--- src/rtl/mul_div_unit.sv ---
// Multi-cycle MIPS MULT/MULTU/DIV/DIVU unit: 2-cycle multiply, 32-iteration restoring divide, one HI/LO write pulse.
// Optional macro MDU_DIV_SHORTCUT_EN: skip the divide loop when the divisor is zero or |dividend| < |divisor|.
module mul_div_unit #(
  parameter int DIV_ITER = 32
) (
  input  logic        clock,
  input  logic        resetn,
  input  logic        start,
  input  logic [1:0]  op,
  input  logic [31:0] src_a,
  input  logic [31:0] src_b,
  input  logic        flush,
  output logic        busy,
  output logic        w_hi,
  output logic [31:0] hi_data,
  output logic        w_lo,
  output logic [31:0] lo_data
);
  localparam int CW = $clog2(DIV_ITER);

  typedef enum logic [1:0] {S_IDLE, S_MUL, S_DIV, S_DONE} state_t;

  state_t        r_state, w_next;
  logic          r_sgn;
  logic [31:0]   r_a, r_b, r_dmag, r_hi, r_lo;
  logic [63:0]   r_rem;
  logic [CW-1:0] r_cnt;

  logic          w_accept, w_in_sgn, w_short, w_ge, w_div0;
  logic [31:0]   w_in_amag, w_in_bmag, w_diff, w_q_mag, w_r_mag, w_div_q, w_div_r;
  logic [63:0]   w_mx_a, w_mx_b, w_prod, w_rem_nx;
  logic [64:0]   w_sh;

  assign w_accept  = (r_state == S_IDLE) && start && !flush;
  assign w_in_sgn  = ~op[0];
  assign w_in_amag = (w_in_sgn && src_a[31]) ? -src_a : src_a;
  assign w_in_bmag = (w_in_sgn && src_b[31]) ? -src_b : src_b;

`ifdef MDU_DIV_SHORTCUT_EN
  assign w_short = op[1] && ((src_b == 32'd0) || (w_in_amag < w_in_bmag));
`else
  assign w_short = 1'b0;
`endif

  // Low 64 bits of the 64x64 product equal the exact signed/unsigned 32x32 product.
  assign w_mx_a = r_sgn ? {{32{r_a[31]}}, r_a} : {32'd0, r_a};
  assign w_mx_b = r_sgn ? {{32{r_b[31]}}, r_b} : {32'd0, r_b};
  assign w_prod = w_mx_a * w_mx_b;

  // Restoring step: shifted remainder can reach 33 bits, so compare with the carry bit.
  assign w_sh     = {r_rem, 1'b0};
  assign w_ge     = w_sh[64:32] >= {1'b0, r_dmag};
  assign w_diff   = w_sh[63:32] - r_dmag;
  assign w_rem_nx = w_ge ? {w_diff, w_sh[31:1], 1'b1} : w_sh[63:0];

  assign w_q_mag = w_rem_nx[31:0];
  assign w_r_mag = w_rem_nx[63:32];
  assign w_div0  = (r_b == 32'd0);
  assign w_div_q = w_div0 ? 32'hFFFF_FFFF :
                   (r_sgn && (r_a[31] ^ r_b[31])) ? -w_q_mag : w_q_mag;
  assign w_div_r = w_div0 ? r_a : (r_sgn && r_a[31]) ? -w_r_mag : w_r_mag;

  always_ff @(posedge clock or negedge resetn) begin
    if (!resetn) r_state <= S_IDLE;
    else         r_state <= w_next;
  end

  always_comb begin
    w_next = r_state;
    case (r_state)
      S_IDLE: if (w_accept) w_next = !op[1] ? S_MUL : (w_short ? S_DONE : S_DIV);
      S_MUL:  w_next = S_DONE;
      S_DIV:  if (r_cnt == '0) w_next = S_DONE;
      S_DONE: w_next = S_IDLE;
      default: w_next = S_IDLE;
    endcase
    if (r_state != S_IDLE && flush) w_next = S_IDLE;
  end

  always_ff @(posedge clock or negedge resetn) begin
    if (!resetn) begin
      r_sgn  <= 1'b0;
      r_a    <= '0;
      r_b    <= '0;
      r_dmag <= '0;
      r_rem  <= '0;
      r_cnt  <= '0;
      r_hi   <= '0;
      r_lo   <= '0;
    end else if (w_accept) begin
      r_sgn  <= w_in_sgn;
      r_a    <= src_a;
      r_b    <= src_b;
      r_dmag <= w_in_bmag;
      r_rem  <= {32'd0, w_in_amag};
      r_cnt  <= CW'(DIV_ITER - 1);
      if (w_short) begin
        r_hi <= src_a;
        r_lo <= (src_b == 32'd0) ? 32'hFFFF_FFFF : 32'd0;
      end
    end else if (!flush) begin
      case (r_state)
        S_MUL: begin
          r_hi <= w_prod[63:32];
          r_lo <= w_prod[31:0];
        end
        S_DIV: begin
          r_rem <= w_rem_nx;
          r_cnt <= r_cnt - CW'(1);
          if (r_cnt == '0) begin
            r_hi <= w_div_r;
            r_lo <= w_div_q;
          end
        end
        default: ;
      endcase
    end
  end

  assign busy    = (r_state != S_IDLE);
  assign w_hi    = (r_state == S_DONE) && !flush;
  assign w_lo    = (r_state == S_DONE) && !flush;
  assign hi_data = r_hi;
  assign lo_data = r_lo;
endmodule

--- config.mk ---
export PLATFORM = sky130hd
export DESIGN_NAME = mul_div_unit
export DESIGN_NICKNAME = d
export VERILOG_FILES = /design/src/rtl/mul_div_unit.sv
export SDC_FILE = /design/constraint.sdc
export NUM_CORES = 2
export LEC_CHECK = 0
export BUFFER_PORTS_ARGS = -buffer_cell sky130_fd_sc_hd__buf_2
export CAP_MARGIN = 20
export CORE_MARGIN = 1.5
export CORE_UTILIZATION = 60
export CTS_CLUSTER_DIAMETER = 60
export DETAILED_ROUTE_END_ITERATION = 12
export HOLD_SLACK_MARGIN = 0.08
export PLACE_DENSITY = 0.83
export SLEW_MARGIN = 25
export SYNTH_ARGS = -nofsm -noshare
export SYNTH_HDL_FRONTEND = slang
export SYNTH_SLANG_ARGS = --single-unit
--- constraint.sdc ---
create_clock -name clock -period 9.9 [get_ports clock]
set_input_delay 0.99 -clock clock [delete_from_list [all_inputs] [get_ports clock]]
set_output_delay 0.99 -clock clock [all_outputs]
set_load 0.05 [all_outputs]
* Yosys cells after proc, flatten, opt, wreduce, memory -nomap -nowiden *
Index checks and enable logic that the tools add are counted.
W data, S select, Z words.

word-level totals
  flip-flop bits (word level) = 232
  input port bits = 70
  word-level logic and storage cells = 70

operators by class
  add/sub/neg operators = 6
  $mul = 1
  $lt $le $gt $ge = 1
  equality and inequality tests = 7
  muxes and demuxes = 24
  bitwise operators = 4
  reduce and logical (&&, ||, !) cells = 18

operators by type and width
  kind                   count
  $mux W64               6
  $mux W32               8
  $neg A32 Y32           4
  $pmux W32 S2           2
  $mul A64 B64 Y64       1
  $ge A33 B32 Y1         1
  $logic_not A32 Y1      1
  $sub A32 B32 Y32       1
  $mux W5                3
  $logic_and A1 B1 Y1    8
  $mux W2                4
  $pmux W2 S4            1
  $reduce_bool A2 Y1     3
  $logic_not A5 Y1       1
  $sub A5 B1 Y5 const B  1
  $eq A2 B2 Y1 const B   2
  $reduce_and A2 Y1      2
  $reduce_and A4 Y1      1
  $ne A3 B2 Y1 const B   1
  $ne A3 B3 Y1 const B   1
  $not A1 Y1             3
  $eq A2 B1 Y1 const B   1
  $logic_not A2 Y1       1
  $ne A2 B1 Y1 const B   1
  3 further kinds        3

* Logic depth before layout (Yosys ltp) *
  depth after elaboration = 7
  mapped depth = 37
  depth with buffers taken out = 34

* Worst setup path after synthesis *
OpenSTA, ideal clock, no wires.

  kind = flip-flop to flip-flop
  from = register r_sgn
  to = register r_hi[28], in the netlist hi_data[28]
  data arrival time = 9290 ps
  path slack = 484 ps
  stages on the path, launching flop included = 34
  clock period less this slack = 9416 ps
  cells stage by stage = dfrtp_1 -> and2_0 -> clkbuf_1 -> buf_1 -> nand2_1 -> inv_1 -> fa_1 -> inv_1 -> fa_1 -> inv_1 -> fa_1 -> inv_1 -> fa_1 -> inv_1 -> fa_1 -> fa_1 -> fa_1 -> fa_1 -> fa_1 -> inv_1 -> fa_1 -> inv_1 -> ha_1 -> a21o_1 -> a21o_1 -> a21o_1 -> nor2_1 -> nand3_1 -> o221a_2 -> a211o_1 -> a311oi_1 -> xnor2_1 -> a22oi_1 -> o21ai_1

between the ends
  longest elaborated chain between the ends = 5
  elaborated cells between the ends (all ways) = 8

ends and longest elaborated chain
  element                                                   RTL line  text
  start, declared                                           24        logic r_sgn;
  start signal, assigned                                    91        r_sgn <= w_in_sgn;
  branches (longest 4 deep; another with $mul A64 B64 Y64)  --
  $pmux W32 S2 *                                            102       case (r_state)
  end signal, assigned                                      98        r_hi <= src_a;
  end signal, assigned                                      104       r_hi <= w_prod[63:32];
  end signal, assigned                                      111       r_hi <= w_div_r;
  end, declared                                             25        logic [31:0] r_a, r_b, r_dmag, r_hi, r_lo;

Mark *: on every way between the ends. The select of a mux whose other input is x is not followed.
A chain may end at the register's enable or synchronous reset.

* Final worst setup path *
  from = register r_a[6]
  to = register r_hi[31], in the netlist hi_data[31]

between the ends
  longest elaborated chain between the ends = 3

ends and longest elaborated chain
  element                 RTL line  text
  start, declared         25
  start signal, assigned  92        r_a <= src_a;
  $mux W64                46        assign w_mx_a = r_sgn ? {{32{r_a[31]}}, r_a} : {32'd0, r_a};
  $mul A64 B64 Y64        48        assign w_prod = w_mx_a * w_mx_b;
  $pmux W32 S2            102

Every way passes these cells.

==> impl_metrics.env <==
export IMPL_critPathMaxFanout=18
export IMPL_grt_overflow_total=0
export IMPL_gp_congestion=1.013
export IMPL_grt_use_total_pct=37.20
export IMPL_cts_buffer_depth=3
export IMPL_synthCells=7010
export IMPL_cts_tree="built"
export IMPL_grt_start_max_net_pins=126
export IMPL_yosysUniqueCellTypes=89
export IMPL_drc=0
export IMPL_clock_latency_ns=0.60
export IMPL_r2r_start="r_a[6]"
export IMPL_clk_pin_slew_worst_paths_ns=0.06
export IMPL_dieWidth_um=326.8
export IMPL_avgSynthCellArea_um2=8.974
export IMPL_grt_pass1_wl_mm=301.8
export IMPL_dr_pass1_iters=6
export IMPL_yosysTopAreaCellShare_pct=45.19
export IMPL_drt_initial_drc_count=5004
export IMPL_clock_sinks=231
export IMPL_drt_wl_total_mm=192.6
export IMPL_finish_net_count=8809
export IMPL_tightest_slew_ns=1.024
export IMPL_holdBufCountCts=0
export IMPL_die_h_um=326.8
export IMPL_netlist_area_um2=62910
export IMPL_fin_util_pct=63.84
export IMPL_worstPathRequired_ns=10.34
export IMPL_hold_viol=0
export IMPL_ys_ff_latch=231
export IMPL_critPathKind="reg2reg"
export IMPL_yosysWarnings=0
export IMPL_slowest_stage="dfrtp_1"
export IMPL_rows=118
export IMPL_antenna_found_initial=7
export IMPL_end_kind="register"
export IMPL_io_buffers=136
export IMPL_dr_total_vias=49010
export IMPL_synthArstFlopShare_pct=100.0
export IMPL_max_freq_mhz=102.6
export IMPL_synth_flop_cell="dfrtp_1"
export IMPL_dieArea_um2=106800
export IMPL_hold_class="in2async"
export IMPL_seq_area_frac_synth_pct=9.189
export IMPL_yosysTopAreaCell="fa_1"
export IMPL_startpoint_type="register"
export IMPL_cap_violations=0
export IMPL_cp_arrival_ns=10.19
export IMPL_maxSlewViolCount=0
export IMPL_timing_rr_end="hi_data[31]"
export IMPL_setup_viol=0
export IMPL_fin_worst_skew_ns=0.03105
export IMPL_status="completed"
export IMPL_finalCritPeriodShare_pct=98.47
export IMPL_relSlewSlack_pct=31.76
export IMPL_synth_edf_count=0
export IMPL_rr_worst_depth=30
export IMPL_synth_nets=8851
export IMPL_core_area_um2=103800
export IMPL_ys_top_cells_by_area="fa_1 45%, inv_1 9.5%, dfrtp_1 9.2%"
export IMPL_hold_ws_ns=0.3509
export IMPL_rsz0062_at_grt="no"
export IMPL_drive_above_1_share_pct=5.909
export IMPL_wl_per_cell_um=23.00
export IMPL_start_util_pct=60.61
export IMPL_period_minus_slack_ns=9.749
export IMPL_postCtsSetupBuffers=0
export IMPL_cp_common_cell="fa_1"
export IMPL_antenna_left=0
export IMPL_cts_buffers=29
export IMPL_num_io_pins=137
export IMPL_grt_pass1_vias=51560
export IMPL_areaGrowthSynthToFinish_pct=5.334
export IMPL_dp_hpwl_mm=161.8
export IMPL_slowest_delay_ns=0.91
export IMPL_clk_root_buffer_cell="clkbuf_16"
export IMPL_tns_ns=0
export IMPL_h_tree_depth=1
export IMPL_reg2reg_slack_ns=0.15
export IMPL_vias_per_cell=5.852
-- Yosys cell counts, drive strengths merged (6+ instances only) --
library cell / instances
o21bai: 25
o211ai: 21
mux2i: 22
nand2b: 22
o22ai: 35
nand3: 45
ha: 351
a22o: 9
o221ai: 7
nor2b: 19
nand2: 986
o21a: 17
nor3: 40
o41ai: 14
xor2: 90
or2: 7
xnor2: 155
o31ai: 23
clkbuf: 336
dfrtp: 231
fa: 1420
o31a: 7
inv: 1585
a311oi: 6
o21ai: 250
and3: 32
nand4: 20
a22oi: 8
a21o: 55
or4: 14
buf: 36
and2: 573
or3: 28
a211oi: 13
a31oi: 30
nor2: 175
nor4: 25
a21oi: 189
-- kinds of logic after synthesis --
logic type	after synthesis	share of synthesized area [%]
xor+xnor	245	3.411
simple gates	2012	15.43
compound gates	768	7.623
buf+inv	1957	11.76
mux	25	0.4037
flops	231	9.189
fa+ha+maj	1772	52.18
-- how the worst max path moves through the flow --
stage	slack (ns)	end	start	cells past startpoint
floorplan	0.48	hi_data[28]	r_sgn	33
global placement	0.17	hi_data[30]	r_a[8]	31
detailed placement	0.001	hi_data[30]	r_b[18]	31
CTS	0.01	hi_data[30]	r_a[7]	30
global route	0.02	hi_data[31]	r_b[1]	30
finish	0.15	hi_data[31]	r_a[6]	30
-- sequential cells by signal (all words and copies together), names as in the netlist --
name and count:
r_rem 64, hi_data 32, r_cnt 5, r_sgn 1
lo_data 32, r_state 2, r_dmag 31, r_b 32
r_a 32
-- layout make-up --
class	instances	area, µm²
multi-input cells	4822	49800
well taps	1380	1727
diodes	6	15.01
clock inverters	16	182.7
inverters	1585	5949
flip-flops and latches	231	5804
clock buffers	36	792.0
fillers	8311	37530
repair buffers	299	1992
-- worst max-delay path, delay by kind of cell (launching register included) --
family	cells	cell delay [ns]
flip-flops	1	0.91
buffers and inverters	8	0.81
XOR/XNOR	1	0.11
AND/OR/NAND/NOR	4	0.96
AO/OA/AOI/OAI	6	1.72
adder cells (fa/ha/maj)	11	5.07
-- metrics by stage --
step | worst slack [ns] | instances | area [µm²]
3_5_place_dp | 0.001289 | 8316 | 65190
2_1_floorplan | 0.4837 | 7010 | 62910
3_3_place_gp | 0.1709 | 8316 | 65190
4_1_cts | 0.01295 | 8368 | 66170
5_1_grt | 0.02104 | 8373 | 66260
6_report | 0.1512 | 8375 | 66260
-- cells in the final DEF, fill, tap and decap left out, drive strengths merged, types with 175 or more instances in the layout --
cell / synthesis / final
a21oi: 189 / 189
and2: 573 / 573
ha: 351 / 351
buf: 36 / 299
nand2: 986 / 986
nor2: 175 / 175
inv: 1585 / 1590
dfrtp: 231 / 231
fa: 1420 / 1420
o21ai: 250 / 250
-- per-layer routing --
layer | wire (µm) | vias to the layer above | track usage, %
li1 | - | 20880 | -
met1 | 76000 | 24750 | 53.33
met2 | 81960 | 2962 | 53.96
met3 | 27240 | 421 | 11.93
met4 | 7399 | 4 | 11.74
met5 | 20 | - | 0
-- timing repair --
| item | 4_1_cts | 5_1_grt |
|---|---|---|
| setup endpoints to repair | 1 | 7 |
| resized for setup | 2 | 20 |
| cloned | 0 | 0 |
Power is left out: the tool's default activity adds up to more than one toggle a clock period on the data nets, which glitch-free logic cannot reach.
